### src/rtl/fir_ctrl_pkg.sv
// Shared FIR control definitions: state codes and default filter geometry.
// Latency: n/a (constants only).
// Backpressure: n/a.
package fir_ctrl_pkg;

  // Default filter geometry, shared with the receive controller and datapath
  localparam int FIR_TAPS   = 8;
  localparam int FIR_ADDR_W = 3;

  // Sequencer state codes
  localparam logic [3:0] IDLE   = 4'd0;
  localparam logic [3:0] SHIFT  = 4'd1;
  localparam logic [3:0] CLR    = 4'd2;
  localparam logic [3:0] MAC    = 4'd3;
  localparam logic [3:0] LATCH  = 4'd4;
  localparam logic [3:0] TX_MSB = 4'd5;
  localparam logic [3:0] GAP    = 4'd6;
  localparam logic [3:0] TX_LSB = 4'd7;
  localparam logic [3:0] DONE   = 4'd8;

endpackage

### src/rtl/fir_seq_cu_if.sv
// Control bundle between the FIR sequencer, the RX/TX UART paths and the MAC datapath.
// Latency: n/a (wires only).
// Backpressure: TxD_busy holds the sequencer in its transmit states.
interface fir_seq_cu_if
  import fir_ctrl_pkg::*;
#(
  parameter int ADDR_W = FIR_ADDR_W
) ();

  logic              FIR_strt;
  logic              TxD_busy;
  logic              shift_en;
  logic              acc_clr;
  logic              mac_en;
  logic [ADDR_W-1:0] tap_addr;
  logic              out_load;
  logic              tx_sel;
  logic              tx_start;
  logic              fir_busy;
  logic              fir_done;
  logic              strt_drop;

  // Sequencer side: consumes start/busy, drives all control strobes
  modport master (
    input  FIR_strt, TxD_busy,
    output shift_en, acc_clr, mac_en, tap_addr, out_load,
           tx_sel, tx_start, fir_busy, fir_done, strt_drop
  );

  // Datapath / UART side: the mirror image
  modport slave (
    output FIR_strt, TxD_busy,
    input  shift_en, acc_clr, mac_en, tap_addr, out_load,
           tx_sel, tx_start, fir_busy, fir_done, strt_drop
  );

endinterface

### src/rtl/fir_seq_cu_tap_cnt.sv
// Tap index counter for the MAC phase with clear, enable and terminal-count flag.
// Latency: count updates one cycle after enable; tc_o is combinational on the count.
// Backpressure: none; the sequencer decides when to count.
module fir_tap_cnt
  import fir_ctrl_pkg::*;
#(
  parameter int TAPS   = FIR_TAPS,
  parameter int ADDR_W = FIR_ADDR_W
) (
  input  logic              clk,
  input  logic              rst,
  input  logic              clr_i,
  input  logic              en_i,
  output logic [ADDR_W-1:0] cnt_o,
  output logic              tc_o
);

  logic [ADDR_W-1:0] cnt_q;
  logic [ADDR_W-1:0] cnt_d;

  // Clear has priority over counting so the last MAC cycle can wrap to zero
  always_comb begin
    cnt_d = cnt_q;
    if (clr_i) begin
      cnt_d = '0;
    end else if (en_i) begin
      cnt_d = cnt_q + ADDR_W'(1);
    end
  end

  // Count register, synchronous reset
  always_ff @(posedge clk) begin
    if (rst) begin
      cnt_q <= '0;
    end else begin
      cnt_q <= cnt_d;
    end
  end

  assign cnt_o = cnt_q;
  assign tc_o  = (cnt_q == ADDR_W'(TAPS - 1));

endmodule

### src/rtl/fir_seq_cu.sv
// FIR control unit: shift sample, run TAPS MAC cycles, latch, send MSB then LSB byte.
// Latency: shift_en one cycle after FIR_strt; MSB tx_start TAPS+4 cycles after it.
// Backpressure: TxD_busy stalls TX_MSB/TX_LSB; FIR_SEQ_PEND_EN queues one start while busy.
module fir_seq_cu
  import fir_ctrl_pkg::*;
#(
  parameter int TAPS   = FIR_TAPS,
  parameter int ADDR_W = FIR_ADDR_W
) (
  input logic          clk,
  input logic          rst,
  fir_seq_cu_if.master ctl
);

  logic [3:0]        state_q;
  logic [3:0]        state_d;
  logic              drop_q;
  logic              drop_d;
`ifdef FIR_SEQ_PEND_EN
  logic              pend_q;
  logic              pend_d;
`endif

  logic [ADDR_W-1:0] cnt;
  logic              cnt_tc;
  logic              cnt_clr;
  logic              cnt_en;
  logic              strt_busy;

  assign cnt_en    = (state_q == MAC);
  assign cnt_clr   = (state_q == CLR) || ((state_q == MAC) && cnt_tc);
  // A start seen in DONE is resolved by the DONE transition itself
  assign strt_busy = ctl.FIR_strt && (state_q != IDLE) && (state_q != DONE);

  fir_tap_cnt #(
    .TAPS   (TAPS),
    .ADDR_W (ADDR_W)
  ) u_tap_cnt (
    .clk   (clk),
    .rst   (rst),
    .clr_i (cnt_clr),
    .en_i  (cnt_en),
    .cnt_o (cnt),
    .tc_o  (cnt_tc)
  );

  // State, drop pulse and pending-start registers
  always_ff @(posedge clk) begin
    if (rst) begin
      state_q <= IDLE;
      drop_q  <= 1'b0;
`ifdef FIR_SEQ_PEND_EN
      pend_q  <= 1'b0;
`endif
    end else begin
      state_q <= state_d;
      drop_q  <= drop_d;
`ifdef FIR_SEQ_PEND_EN
      pend_q  <= pend_d;
`endif
    end
  end

  // Next-state, drop and pending-flag decisions
  always_comb begin
    state_d = state_q;
    drop_d  = 1'b0;
`ifdef FIR_SEQ_PEND_EN
    pend_d  = pend_q;
    if (strt_busy) begin
      if (pend_q) drop_d = 1'b1;
      else        pend_d = 1'b1;
    end
`else
    if (strt_busy) drop_d = 1'b1;
`endif
    case (state_q)
      IDLE:    if (ctl.FIR_strt) state_d = SHIFT;
      SHIFT:   state_d = CLR;
      CLR:     state_d = MAC;
      MAC:     if (cnt_tc) state_d = LATCH;
      LATCH:   state_d = TX_MSB;
      TX_MSB:  if (!ctl.TxD_busy) state_d = GAP;
      GAP:     state_d = TX_LSB;
      TX_LSB:  if (!ctl.TxD_busy) state_d = DONE;
      DONE: begin
`ifdef FIR_SEQ_PEND_EN
        // Queued start runs next; a fresh start here overflows the 1-deep queue
        if (pend_q) begin
          state_d = SHIFT;
          pend_d  = 1'b0;
          drop_d  = ctl.FIR_strt;
        end else if (ctl.FIR_strt) begin
          state_d = SHIFT;
        end else begin
          state_d = IDLE;
        end
`else
        state_d = IDLE;
        drop_d  = ctl.FIR_strt;
`endif
      end
      default: state_d = IDLE;
    endcase
  end

  // Moore control decode; reset forces every strobe low in the same cycle
  always_comb begin
    ctl.shift_en  = 1'b0;
    ctl.acc_clr   = 1'b0;
    ctl.mac_en    = 1'b0;
    ctl.tap_addr  = '0;
    ctl.out_load  = 1'b0;
    ctl.tx_sel    = 1'b0;
    ctl.tx_start  = 1'b0;
    ctl.fir_busy  = 1'b0;
    ctl.fir_done  = 1'b0;
    ctl.strt_drop = 1'b0;
    if (!rst) begin
      ctl.fir_busy  = (state_q != IDLE);
      ctl.strt_drop = drop_q;
      case (state_q)
        SHIFT:  ctl.shift_en = 1'b1;
        CLR:    ctl.acc_clr  = 1'b1;
        MAC: begin
          ctl.mac_en   = 1'b1;
          ctl.tap_addr = cnt;
        end
        LATCH:  ctl.out_load = 1'b1;
        TX_MSB: begin
          ctl.tx_sel   = 1'b1;
          ctl.tx_start = !ctl.TxD_busy;
        end
        GAP:    ctl.tx_sel   = 1'b1;
        TX_LSB: ctl.tx_start = !ctl.TxD_busy;
        DONE:   ctl.fir_done = 1'b1;
        default: ;
      endcase
    end
  end

endmodule

### src/flat_wrapper.sv
// flat-port wrapper written by rule: the top's interface ports become plain ports
module fir_seq_cu_flat import fir_ctrl_pkg::*;
#(
  parameter int TAPS   = FIR_TAPS,
  parameter int ADDR_W = FIR_ADDR_W
)
  (clk, rst, ctl_FIR_strt, ctl_TxD_busy, ctl_shift_en, ctl_acc_clr, ctl_mac_en, ctl_tap_addr, ctl_out_load, ctl_tx_sel, ctl_tx_start, ctl_fir_busy, ctl_fir_done, ctl_strt_drop);
  fir_seq_cu_if #(.ADDR_W(ADDR_W)) ctl_i ();
  input logic clk;
  input logic rst;
  input wire logic [$bits(ctl_i.FIR_strt)-1:0] ctl_FIR_strt;
  input wire logic [$bits(ctl_i.TxD_busy)-1:0] ctl_TxD_busy;
  output wire logic [$bits(ctl_i.shift_en)-1:0] ctl_shift_en;
  output wire logic [$bits(ctl_i.acc_clr)-1:0] ctl_acc_clr;
  output wire logic [$bits(ctl_i.mac_en)-1:0] ctl_mac_en;
  output wire logic [$bits(ctl_i.tap_addr)-1:0] ctl_tap_addr;
  output wire logic [$bits(ctl_i.out_load)-1:0] ctl_out_load;
  output wire logic [$bits(ctl_i.tx_sel)-1:0] ctl_tx_sel;
  output wire logic [$bits(ctl_i.tx_start)-1:0] ctl_tx_start;
  output wire logic [$bits(ctl_i.fir_busy)-1:0] ctl_fir_busy;
  output wire logic [$bits(ctl_i.fir_done)-1:0] ctl_fir_done;
  output wire logic [$bits(ctl_i.strt_drop)-1:0] ctl_strt_drop;
  assign ctl_i.FIR_strt = ctl_FIR_strt;
  assign ctl_i.TxD_busy = ctl_TxD_busy;
  assign ctl_shift_en = ctl_i.shift_en;
  assign ctl_acc_clr = ctl_i.acc_clr;
  assign ctl_mac_en = ctl_i.mac_en;
  assign ctl_tap_addr = ctl_i.tap_addr;
  assign ctl_out_load = ctl_i.out_load;
  assign ctl_tx_sel = ctl_i.tx_sel;
  assign ctl_tx_start = ctl_i.tx_start;
  assign ctl_fir_busy = ctl_i.fir_busy;
  assign ctl_fir_done = ctl_i.fir_done;
  assign ctl_strt_drop = ctl_i.strt_drop;
  fir_seq_cu #(.TAPS(TAPS), .ADDR_W(ADDR_W)) u_core (.clk(clk), .rst(rst), .ctl(ctl_i));
endmodule
### config.mk
export PLATFORM = sky130hd
export DESIGN_NAME = fir_seq_cu_flat
export DESIGN_NICKNAME = d
export VERILOG_FILES = /design/src/rtl/fir_ctrl_pkg.sv /design/src/rtl/fir_seq_cu_if.sv /design/src/rtl/fir_seq_cu_tap_cnt.sv /design/src/rtl/fir_seq_cu.sv /design/src/flat_wrapper.sv
export SDC_FILE = /design/constraint.sdc
export NUM_CORES = 1
export LEC_CHECK = 0
export CAP_MARGIN = 20
export CORE_MARGIN = 8
export CORE_UTILIZATION = 38
export DETAILED_ROUTE_END_ITERATION = 8
export PLACE_DENSITY_LB_ADDON = 0.05
export SLEW_MARGIN = 25
export SYNTH_ARGS = -nofsm -noshare
export SYNTH_HDL_FRONTEND = slang
export SYNTH_HIERARCHICAL = 1
export SYNTH_SLANG_ARGS = --single-unit
export TNS_END_PERCENT = 10
### constraint.sdc
create_clock -name clk -period 4.8 [get_ports clk]
set_clock_uncertainty 0.1 [all_clocks]
set_input_delay 0.96 -clock clk [delete_from_list [all_inputs] [get_ports clk]]
set_output_delay 0.96 -clock clk [all_outputs]
set_load 0.01 [all_outputs]
# [After elaboration in Yosys (flattened, before gate mapping)]
# Cells that the tools add are included.
[totals] wordCells=54 register_bits=8
[classes] n_addsub=1 eq_ne=14 mux=25 n_reduce_logical=11
[ops] op="$pmux W4 S8" count=1
[ops] op="$mux W1" count=18
[ops] op="$eq A4 B3 Y1 const B" count=4
[ops] op="$mux W4" count=4
[ops] op="$eq A4 B2 Y1 const B" count=2
[ops] op="$mux W3" count=2
[ops] op="$ne A2 B2 Y1 const B" count=3
[ops] op="$reduce_or A2 Y1" count=3
[ops] op="$eq A4 B1 Y1 const B" count=1
[ops] op="$eq A4 B4 Y1 const B" count=1
[ops] op="$logic_not A4 Y1" count=1
[ops] op="$ne A4 B4 Y1 const B" count=1
[ops] op="$reduce_and A4 Y1" count=1
[ops] op="$reduce_bool A4 Y1" count=1
[ops] op="$add A3 B1 Y3 const B" count=1
[ops] op="$eq A3 B3 Y1 const B" count=1
[ops] op="$logic_and A1 B1 Y1" count=3
[ops] op="$ne A2 B1 Y1 const B" count=1
[ops] op="$logic_not A1 Y1" count=1
[ops] op="$logic_or A1 B1 Y1" count=1

# [Logic depth before layout (Yosys ltp)]
# Gate-level depths: netlist of run 1.
[logic_depth] depth_word=5 ltp_mapped=5 ltp_nobuf=5

# [Cells and area by module]
# Netlist of run 1, hierarchy kept.
[modules_own_cells] module="fir_seq_cu" instances=1 cells_per_inst=47 area_per_inst_um2=366.6
[modules_own_cells] module="fir_tap_cnt" instances=1 cells_per_inst=11 area_per_inst_um2=133.9

# [Least setup slack after synthesis of run 1]
# OpenSTA, ideal clock, no wires.
[synth_path] kind="input -> output" startpoint="in rst" endpoint="out ctl_shift_en" setup_slack_ns=2.004 required_time_ns=3.740 cell_stages=2 path_buffers=0 arrival_ns=1.736 cell_sequence="or2_2 > nor4b_1"
[synth_via] elab_chain_len=1
[synth_rtl] element="start: declaration" line="flat_wrapper.sv:10" text="input logic rst;"
[synth_rtl] element="$mux W1" line="fir_seq_cu.sv:119" text="if (!rst) begin"
[synth_rtl] element="end: declaration" line="flat_wrapper.sv:13" text="output wire logic [$bits(ctl_i.shift_en)-1:0] ctl_shift_en;"
# No other way between the ends.

# [Final worst setup path of run 1]
# Same ends and word-level chain as after synthesis.

==> flow_metrics.env, run 1 <==
export IMPL_dp_cells=85
export IMPL_end_kind="output port"
export IMPL_relSlewSlack_pct=66.2
export IMPL_post_dp_hpwl_um=880
export IMPL_ctsRootBufferMaster="clkbuf_4"
export IMPL_worstHoldEndpoint="u_core/u_tap_cnt/cnt_o[2]"
export IMPL_synth_edf_count=0
export IMPL_grt_pass1_wl_mm=1.93
export IMPL_vias_per_cell=5.07
export IMPL_async_flop_share_pct=0
export IMPL_yosys_area_top_type="dfxtp_1"
export IMPL_max_slew_worst_pin_slew_ns=0.504
export IMPL_cts_setup_buffers=0
export IMPL_cts_hold_fix_buffers=0
export IMPL_cts_tree="yes"
export IMPL_nets=81
export IMPL_cts_buffers_inserted=3
export IMPL_synth_distinct_cells=28
export IMPL_synthTopCellsByArea="dfxtp_1, nor3_1, mux2i_1"
export IMPL_ys_seq_area_share_pct=32.0
export IMPL_clockBufferDepth=2
export IMPL_startpoint_type="input port"
export IMPL_p_leak_nw=0.232
export IMPL_period_minus_slack_ns=3.85
export IMPL_synth_fp_nets=64
export IMPL_maxCapViolCount=0
export IMPL_core_um2=1270
export IMPL_ys_seq_elements=8
export IMPL_yosys_top_cells_count="dfxtp_1, nor3_1, nor2_1"
export IMPL_synth_most_common_cell="dfxtp_1"
export IMPL_critPathArrivalTime_ns=2.79
export IMPL_vias=446
export IMPL_fin_cells=88
export IMPL_final_max_slew_violation_count=0
export IMPL_reg2reg_depth=4
export IMPL_fillers=133
export IMPL_max_freq_mhz=260
export IMPL_path_buf_inv=2
export IMPL_cp_slowest_stage_delay_ns=0.59
export IMPL_path_cells="clkdlybuf4s50_1 -> or2_2 -> nor4b_1 -> clkdlybuf4s50_1"
export IMPL_post_cts_resized=0
export IMPL_peakVddDrop_v=0.000135
export IMPL_tns_ns=0
export IMPL_n_antenna_cell=0
export IMPL_reg2reg_slack_ns=2.98
export IMPL_slowest_stage="clkdlybuf4s50_1"
export IMPL_syn_to_final_growth_pct=35.2
export IMPL_floorplan_initialDensity_pct=39.4
export IMPL_fp_dieH_um=52.3
export IMPL_io_pin_count=16
export IMPL_grt_start_max_net_pins=15
export IMPL_place_gp_congestion=0.657
export IMPL_crit_fanout=10
export IMPL_cts_max_level=1
export IMPL_synth_top_cell_area_share_pct=32.0
export IMPL_antenna_found_initial=0
export IMPL_die_area_um2=2730
export IMPL_crit_family="buffers and inverters"
export IMPL_synthFlopType="dfxtp_1"
export IMPL_grt_remaining_overflow=0
export IMPL_hold_class="reg -> reg"
export IMPL_setup_slack_ns=0.954
export IMPL_critPathRequiredTime_ns=3.74
export IMPL_clk_pin_slew_ns=0.05
export IMPL_final_period_utilization_pct=80.1
export IMPL_path_common_cell="clkdlybuf4s50_1"
export IMPL_grt_pass1_vias=435
export IMPL_grt_setup_unrepaired="no"
export IMPL_synth_area_um2=500
export IMPL_antenna_left=0
export IMPL_setup_violations=0
export IMPL_drc=0
export IMPL_place_ws_ns=0.907
export IMPL_drive_gt1_share_pct=11.0
export IMPL_status="complete, no violations"
export IMPL_drtIter0Drc=5
export IMPL_cp_startpoint="rst"
export IMPL_first_pass_iters=2
export IMPL_routed_wl_mm=1.14
export IMPL_min_path_cells=2
export IMPL_hold_viol=0
export IMPL_netlist_instances=58
export IMPL_wire_per_inst_um=13.0
export IMPL_r2r_start="u_core/state_q[0]"
export IMPL_clkLatencyLatePin_ns=0.25
export IMPL_grtUsageTotal_pct=9.42
export IMPL_crit_type="in -> out"
export IMPL_reg2reg_to="u_core/u_tap_cnt/cnt_o[1]"
export IMPL_cts_sinks=8
export IMPL_yosysWarnings=6
export IMPL_rows=13
export IMPL_power_density_nw_per_um2=251
export IMPL_die_x_um=52.3
export IMPL_min_from="u_core/u_tap_cnt/cnt_o[2]"
export IMPL_avgSynthCellArea_um2=8.63
export IMPL_port_buffers=15
## per-stage QoR
step	hold slack (ns)	power (mW)	utilization [%]	area [µm²]
2_1_floorplan	0.405	0.106	-	500
3_3_place_gp	0.441	0.120	51.6	654
3_5_place_dp	0.441	0.120	51.6	654
4_1_cts	0.452	0.174	53.4	677
5_1_grt	0.481	0.183	53.4	677
6_report	0.444	0.170	53.4	677
## sequential cells by signal, summed over array words and instances (netlist names)
register                cells
u_core/state_q              4
u_core/u_tap_cnt/cnt_o      3
u_core/drop_q               1
## final cells by class
cell class | count | area (µm²) | area share (%)
multi-input combinational | 45 | 318 | 47.0
sequential | 8 | 160 | 23.7
timing repair buffer | 15 | 150 | 22.2
clock buffer | 3 | 22.5 | 3.33
tap | 15 | 18.8 | 2.77
inverter | 2 | 7.51 | 1.11
## tightest hold or removal path, delay by kind of cell, from the launching register on
kind	cells	cell delay (ns)
mux	1	0.12
simple gates	1	0.05
flops	1	0.32
## metal layers
layer / global-route usage (%) / part of all wire [%] / up-vias
li1: - / - / 237
met1: 10.1 / 45 / 197
met2: 15.0 / 47 / 12
met3: 5.97 / 7.7 / 0
met4: 2.59 / 0 / 0
met5: 0 / 0 / -
## worst max path at each step
stage | to | slack, ns | depth (start not counted)
4_1_cts | ctl_shift_en | 0.91 | 4
2_1_floorplan | ctl_shift_en | 2.00 | 2
3_5_place_dp | ctl_shift_en | 0.91 | 4
6_report | ctl_shift_en | 0.95 | 4
5_1_grt | ctl_shift_en | 0.80 | 4
3_3_place_gp | ctl_shift_en | 0.94 | 4
## logic make-up (layout without fill, tap and decap cells)
family                   after synthesis  count (layout)  synth area share (%)
XOR/XNOR                               2               2                  3.50
AND/OR/NAND/NOR                       29              29                  34.8
adder cells (fa/ha/maj)                2               2                  5.00
buffers and inverters                  5              20                  4.50
flip-flops                             8               8                  32.0
multiplexers                           3               3                  6.00
AO/OA/AOI/OAI                          9               9                  14.3
## placed cells by master (no fill, tap or decap), types with 2 or more instances in the layout
master | netlist | final
ha_1 | 2 | 2
nor4_1 | 2 | 2
and2_1 | 3 | 3
nor2_1 | 5 | 5
nor3_1 | 7 | 7
a21oi_1 | 2 | 2
clkbuf_4 | 0 | 3
mux2i_1 | 3 | 3
nand2_1 | 2 | 2
clkdlybuf4s50_1 | 0 | 15
xnor2_1 | 2 | 2
nand2b_1 | 2 | 2
dfxtp_1 | 8 | 8
inv_1 | 2 | 2
## power breakdown
part | leakage [nW] | internal, mW | switching [mW] | total, mW
sequential | 0.0652 | 0.0705 | 0.0101 | 0.0806
combinational | 0.153 | 0.0202 | 0.0176 | 0.0378
clock | 0.0138 | 0.0286 | 0.0227 | 0.0513
total | 0.232 | 0.119 | 0.0504 | 0.170
Power figures use the tool's default switching activity.
==> run 2: changes to the inputs <==
Clock period 4.8 ns to 3.9 ns, I/O delays scaled along.
==> run 2 against run 1 <==
  * Largest cell class unchanged
  * Critical path type unchanged
  * Die area stayed put
  * Non-clock buffer count rose by 1
  * Final cell count up 1.1%
==> flow_metrics.env, run 2 (synthesis gave the netlist of run 1 again) <==
export IMPL_cts_sinks=8
export IMPL_antenna_found_initial=0
export IMPL_vias=453
export IMPL_crit_fanout=4
export IMPL_final_period_utilization_pct=83.7
export IMPL_n_antenna_cell=0
export IMPL_first_pass_iters=3
export IMPL_fp_dieH_um=52.3
export IMPL_grt_start_max_net_pins=15
export IMPL_port_buffers=15
export IMPL_post_cts_resized=0
export IMPL_max_freq_mhz=306
export IMPL_grt_remaining_overflow=0
export IMPL_reg2reg_to="u_core/u_tap_cnt/cnt_o[2]"
export IMPL_hold_viol=0
export IMPL_nets=82
export IMPL_post_dp_hpwl_um=848
export IMPL_critPathArrivalTime_ns=2.38
export IMPL_place_gp_congestion=0.688
export IMPL_status="complete, no violations"
export IMPL_cts_hold_fix_buffers=0
export IMPL_clkLatencyLatePin_ns=0.25
export IMPL_ctsRootBufferMaster="clkbuf_4"
export IMPL_startpoint_type="input port"
export IMPL_period_minus_slack_ns=3.26
export IMPL_drc=0
export IMPL_clk_pin_slew_ns=0.05
export IMPL_wire_per_inst_um=12.9
export IMPL_crit_type="in -> out"
export IMPL_floorplan_initialDensity_pct=39.4
export IMPL_io_pin_count=16
export IMPL_place_ws_ns=0.614
export IMPL_grt_pass1_vias=453
export IMPL_final_common_cell="clkdlybuf4s50_1"
export IMPL_cp_slowest_stage_delay_ns=0.59
export IMPL_critPathRequiredTime_ns=3.02
export IMPL_tns_ns=0
export IMPL_maxCapViolCount=0
export IMPL_die_x_um=52.3
export IMPL_path_common_cell="clkdlybuf4s50_1"
export IMPL_antenna_left=0
export IMPL_drive_gt1_share_pct=12.2
export IMPL_core_um2=1270
export IMPL_final_max_slew_violation_count=0
export IMPL_fillers=136
export IMPL_cts_tree="yes"
export IMPL_slowest_stage="clkdlybuf4s50_1"
export IMPL_grt_pass1_wl_mm=1.93
export IMPL_largest_reg_flops=4
export IMPL_relSlewSlack_pct=65.2
export IMPL_hold_class="reg -> reg"
export IMPL_top_register="u_core/state_q"
export IMPL_path_cells="clkdlybuf4s50_1 -> or2_2 -> nor4b_1 -> clkdlybuf4s50_1"
export IMPL_cts_setup_buffers=0
export IMPL_dp_cells=86
export IMPL_drtIter0Drc=7
export IMPL_max_slew_worst_pin_slew_ns=0.521
export IMPL_reg2reg_slack_ns=2.11
export IMPL_crit_end="ctl_shift_en"
export IMPL_setup_violations=0
export IMPL_clockBufferDepth=2
export IMPL_r2r_start="u_core/state_q[0]"
export IMPL_fin_cells=89
export IMPL_cts_max_level=1
export IMPL_die_area_um2=2730
export IMPL_routed_wl_mm=1.15
export IMPL_grt_setup_unrepaired="no"
export IMPL_rows=13
export IMPL_syn_to_final_growth_pct=36.7
export IMPL_setup_slack_ns=0.637
export IMPL_layout_common_cells="clkdlybuf4s50_1, dfxtp_1, nor3_1"
export IMPL_cp_startpoint="rst"
export IMPL_grtUsageTotal_pct=9.30
export IMPL_cts_buffers_inserted=3
export IMPL_reg2reg_depth=4
export IMPL_power_density_nw_per_um2=305
export IMPL_peakVddDrop_v=0.000232
export IMPL_p_leak_nw=0.237
export IMPL_end_kind="output port"
export IMPL_vias_per_cell=5.09
## run 2: cell types whose count changed in the layout (fill, tap and decap cells not counted)
cell / change
buf_4: +1
## run 2: critical path, delay by kind of cell
kind	cells	cell delay [ns]
buf+inv	2	1.00
simple gates	2	0.60
## run 2: layer usage
layer	GRT usage (%)	part of all wire (%)	up-vias
met2	14.2	46	11
met1	10.1	45	199
met4	3.88	1.2	0
met3	5.68	7.8	2
met5	0	0	-
li1	-	-	241
## run 2: worst min path at each step
stage                                          from                        end  depth (start not counted)
after floorplan           u_core/u_tap_cnt/cnt_o[1]  u_core/u_tap_cnt/cnt_o[1]                          2
after global placement    u_core/u_tap_cnt/cnt_o[1]  u_core/u_tap_cnt/cnt_o[1]                          2
after detailed placement  u_core/u_tap_cnt/cnt_o[1]  u_core/u_tap_cnt/cnt_o[1]                          2
after CTS                 u_core/u_tap_cnt/cnt_o[1]  u_core/u_tap_cnt/cnt_o[1]                          2
after global routing      u_core/u_tap_cnt/cnt_o[2]  u_core/u_tap_cnt/cnt_o[2]                          2
final                     u_core/u_tap_cnt/cnt_o[1]  u_core/u_tap_cnt/cnt_o[1]                          2
## run 2: final cells by class
| type | count | area, µm² | area share, % |
|---|---|---|---|
| multi-input cells | 45 | 318 | 46.4 |
| inverters | 2 | 7.51 | 1.10 |
| clock buffers | 3 | 22.5 | 3.29 |
| flip-flops and latches | 8 | 160 | 23.4 |
| repair buffers | 16 | 158 | 23.0 |
| well taps | 15 | 18.8 | 2.74 |
## run 2: report_power, final
group	leakage (nW)	internal (mW)	switching (mW)
registers	0.0652	0.0868	0.0124
clock network	0.0138	0.0352	0.0272
logic	0.158	0.0255	0.0215
## run 2: per-stage QoR
step / hold WS, ns / total power [mW] / cell area [µm²] / util, %
5_1_grt: 0.505 / 0.224 / 684 / 53.9
3_3_place_gp: 0.436 / 0.149 / 662 / 52.2
2_1_floorplan: 0.405 / 0.130 / 500 / -
6_report: 0.445 / 0.209 / 684 / 53.9
3_5_place_dp: 0.439 / 0.148 / 662 / 52.2
4_1_cts: 0.447 / 0.213 / 684 / 53.9
==> run 3: changes to the inputs <==
Clock period 3.9 ns to 3.15 ns, I/O delays scaled along.
==> run 3 against run 2 <==
  * Combinational power up 40%
  * Final cell count increased by 1.1%
  * First-iteration DRC count is the same
  * Clock power increased by 27%
  * Utilization is 0.59 points higher
  * Sequential power is 19% higher
  * Routed wire length up 1.7%
  * Highest routed layer unchanged
  * Critical path depth unchanged
  * Via count grew 1.8%
==> flow_metrics.env, run 3 (synthesis gave the netlist of run 1 again) <==
export IMPL_reg2reg_slack_ns=1.41
export IMPL_drc=0
export IMPL_cts_tree="yes"
export IMPL_post_cts_resized=0
export IMPL_slowest_stage="clkdlybuf4s50_1"
export IMPL_seq_power_share_pct=44.9
export IMPL_wire_per_inst_um=12.9
export IMPL_grt_remaining_overflow=0
export IMPL_layout_common_cells="clkdlybuf4s50_1, dfxtp_1, nor3_1"
export IMPL_ctsRootBufferMaster="clkbuf_4"
export IMPL_critPathRequiredTime_ns=2.42
export IMPL_grt_pass1_wl_mm=2.02
export IMPL_p_sw_uw=78.7
export IMPL_period_minus_slack_ns=2.97
export IMPL_critPathArrivalTime_ns=2.24
export IMPL_path_buf_inv=2
export IMPL_grt_pass1_vias=454
export IMPL_cts_setup_buffers=0
export IMPL_antenna_left=0
export IMPL_routed_wl_mm=1.17
export IMPL_max_slew_worst_pin_slew_ns=0.534
export IMPL_nets=83
export IMPL_setup_violations=0
export IMPL_grt_start_max_net_pins=13
export IMPL_place_ws_ns=0.155
export IMPL_sw_frac_of_total_pct=29.9
export IMPL_final_common_cell="clkdlybuf4s50_1"
export IMPL_startpoint_type="input port"
export IMPL_end_kind="output port"
export IMPL_p_int_uw=185
export IMPL_rows=13
export IMPL_drtIter0Drc=7
export IMPL_dp_cells=87
export IMPL_antenna_found_initial=0
export IMPL_largest_reg_flops=4
export IMPL_port_buffers=15
export IMPL_core_um2=1270
export IMPL_vias_per_cell=5.12
export IMPL_grtUsageTotal_pct=9.87
export IMPL_hold_class="reg -> reg"
export IMPL_max_freq_mhz=337
export IMPL_final_max_slew_violation_count=0
export IMPL_p_clk_share_pct=30.1
export IMPL_cts_hold_fix_buffers=0
export IMPL_syn_to_final_growth_pct=38.3
export IMPL_path_cells="clkdlybuf4s50_1 -> or2_2 -> nor4b_1 -> clkdlybuf4s50_1"
export IMPL_n_antenna_cell=0
export IMPL_top_register="u_core/state_q"
export IMPL_first_pass_iters=2
export IMPL_finalPower_uw=264
export IMPL_crit_fanout=4
export IMPL_hold_viol=0
export IMPL_cts_buffers_inserted=3
export IMPL_die_area_um2=2730
export IMPL_crit_type="in -> out"
export IMPL_setup_slack_ns=0.179
export IMPL_fin_cells=90
export IMPL_cp_slowest_stage_delay_ns=0.59
export IMPL_cts_max_level=1
export IMPL_clkLatencyLatePin_ns=0.25
export IMPL_maxCapViolCount=0
export IMPL_path_common_cell="clkdlybuf4s50_1"
export IMPL_peakVddDrop_v=0.000186
export IMPL_grt_setup_unrepaired="no"
export IMPL_relSlewSlack_pct=64.1
export IMPL_crit_family="buffers and inverters"
export IMPL_p_comb_share_pct=25.0
export IMPL_status="complete, no violations"
export IMPL_floorplan_initialDensity_pct=39.4
export IMPL_p_leak_nw=0.242
export IMPL_cts_sinks=8
export IMPL_place_gp_congestion=0.697
export IMPL_power_density_nw_per_um2=381
export IMPL_post_dp_hpwl_um=880
export IMPL_clk_pin_slew_ns=0.05
export IMPL_tns_ns=0
export IMPL_io_pin_count=16
export IMPL_vias=461
export IMPL_fp_dieH_um=52.3
export IMPL_drive_gt1_share_pct=13.3
export IMPL_final_period_utilization_pct=94.3
export IMPL_die_x_um=52.3
export IMPL_clockBufferDepth=2
-- run 3: power by group through the flow --
stage / Clock [mW] / Combinational [mW] / Sequential [mW]
after global routing: 0.0869 / 0.0734 / 0.120
final: 0.0792 / 0.0659 / 0.118
after floorplan: 0 / 0.0480 / 0.113
after CTS: 0.0818 / 0.0666 / 0.118
after detailed placement: 0 / 0.0662 / 0.121
after global placement: 0 / 0.0661 / 0.121
-- run 3: final cells by class --
| cell class | instances | area (µm²) |
|---|---|---|
| well taps | 15 | 18.8 |
| flip-flops and latches | 8 | 160 |
| clock buffers | 3 | 22.5 |
| multi-input cells | 45 | 318 |
| fillers | 133 | 577 |
| repair buffers | 17 | 165 |
| inverters | 2 | 7.51 |
-- run 3: worst min-delay path, stage by stage (launching register included) --
cell and delay [ns]:
dfxtp_1 0.32, mux2i_1 0.12, nor3_1 0.06
-- run 3: through the flow --
step                utilization [%]  hold slack [ns]  instance area, µm²
floorplan                         -            0.405                 500
finish                         54.5            0.445                 692
global route                   54.5            0.492                 692
CTS                            54.5            0.448                 692
global placement               52.8            0.433                 669
detailed placement             52.8            0.436                 669
-- run 3: per-layer routing --
| metal | vias up | share of wire, % | track usage (%) | wire length, µm |
|---|---|---|---|---|
| li1 | 245 | - | - | - |
| met1 | 205 | 47 | 11.2 | 544 |
| met2 | 9 | 45 | 14.8 | 521 |
| met3 | 2 | 7.1 | 3.98 | 83 |
| met4 | 0 | 1.3 | 6.47 | 15 |
| met5 | - | 0 | 0 | 0 |
-- run 3: worst paths after layout --
kind,start,to,depth (start not counted)
hold / removal,u_core/u_tap_cnt/cnt_o[1],u_core/u_tap_cnt/cnt_o[1],2
hold reg to reg,u_core/u_tap_cnt/cnt_o[1],u_core/u_tap_cnt/cnt_o[1],2
setup / recovery,rst,ctl_shift_en,4
setup reg to reg,u_core/state_q[1],u_core/u_tap_cnt/cnt_o[1],4
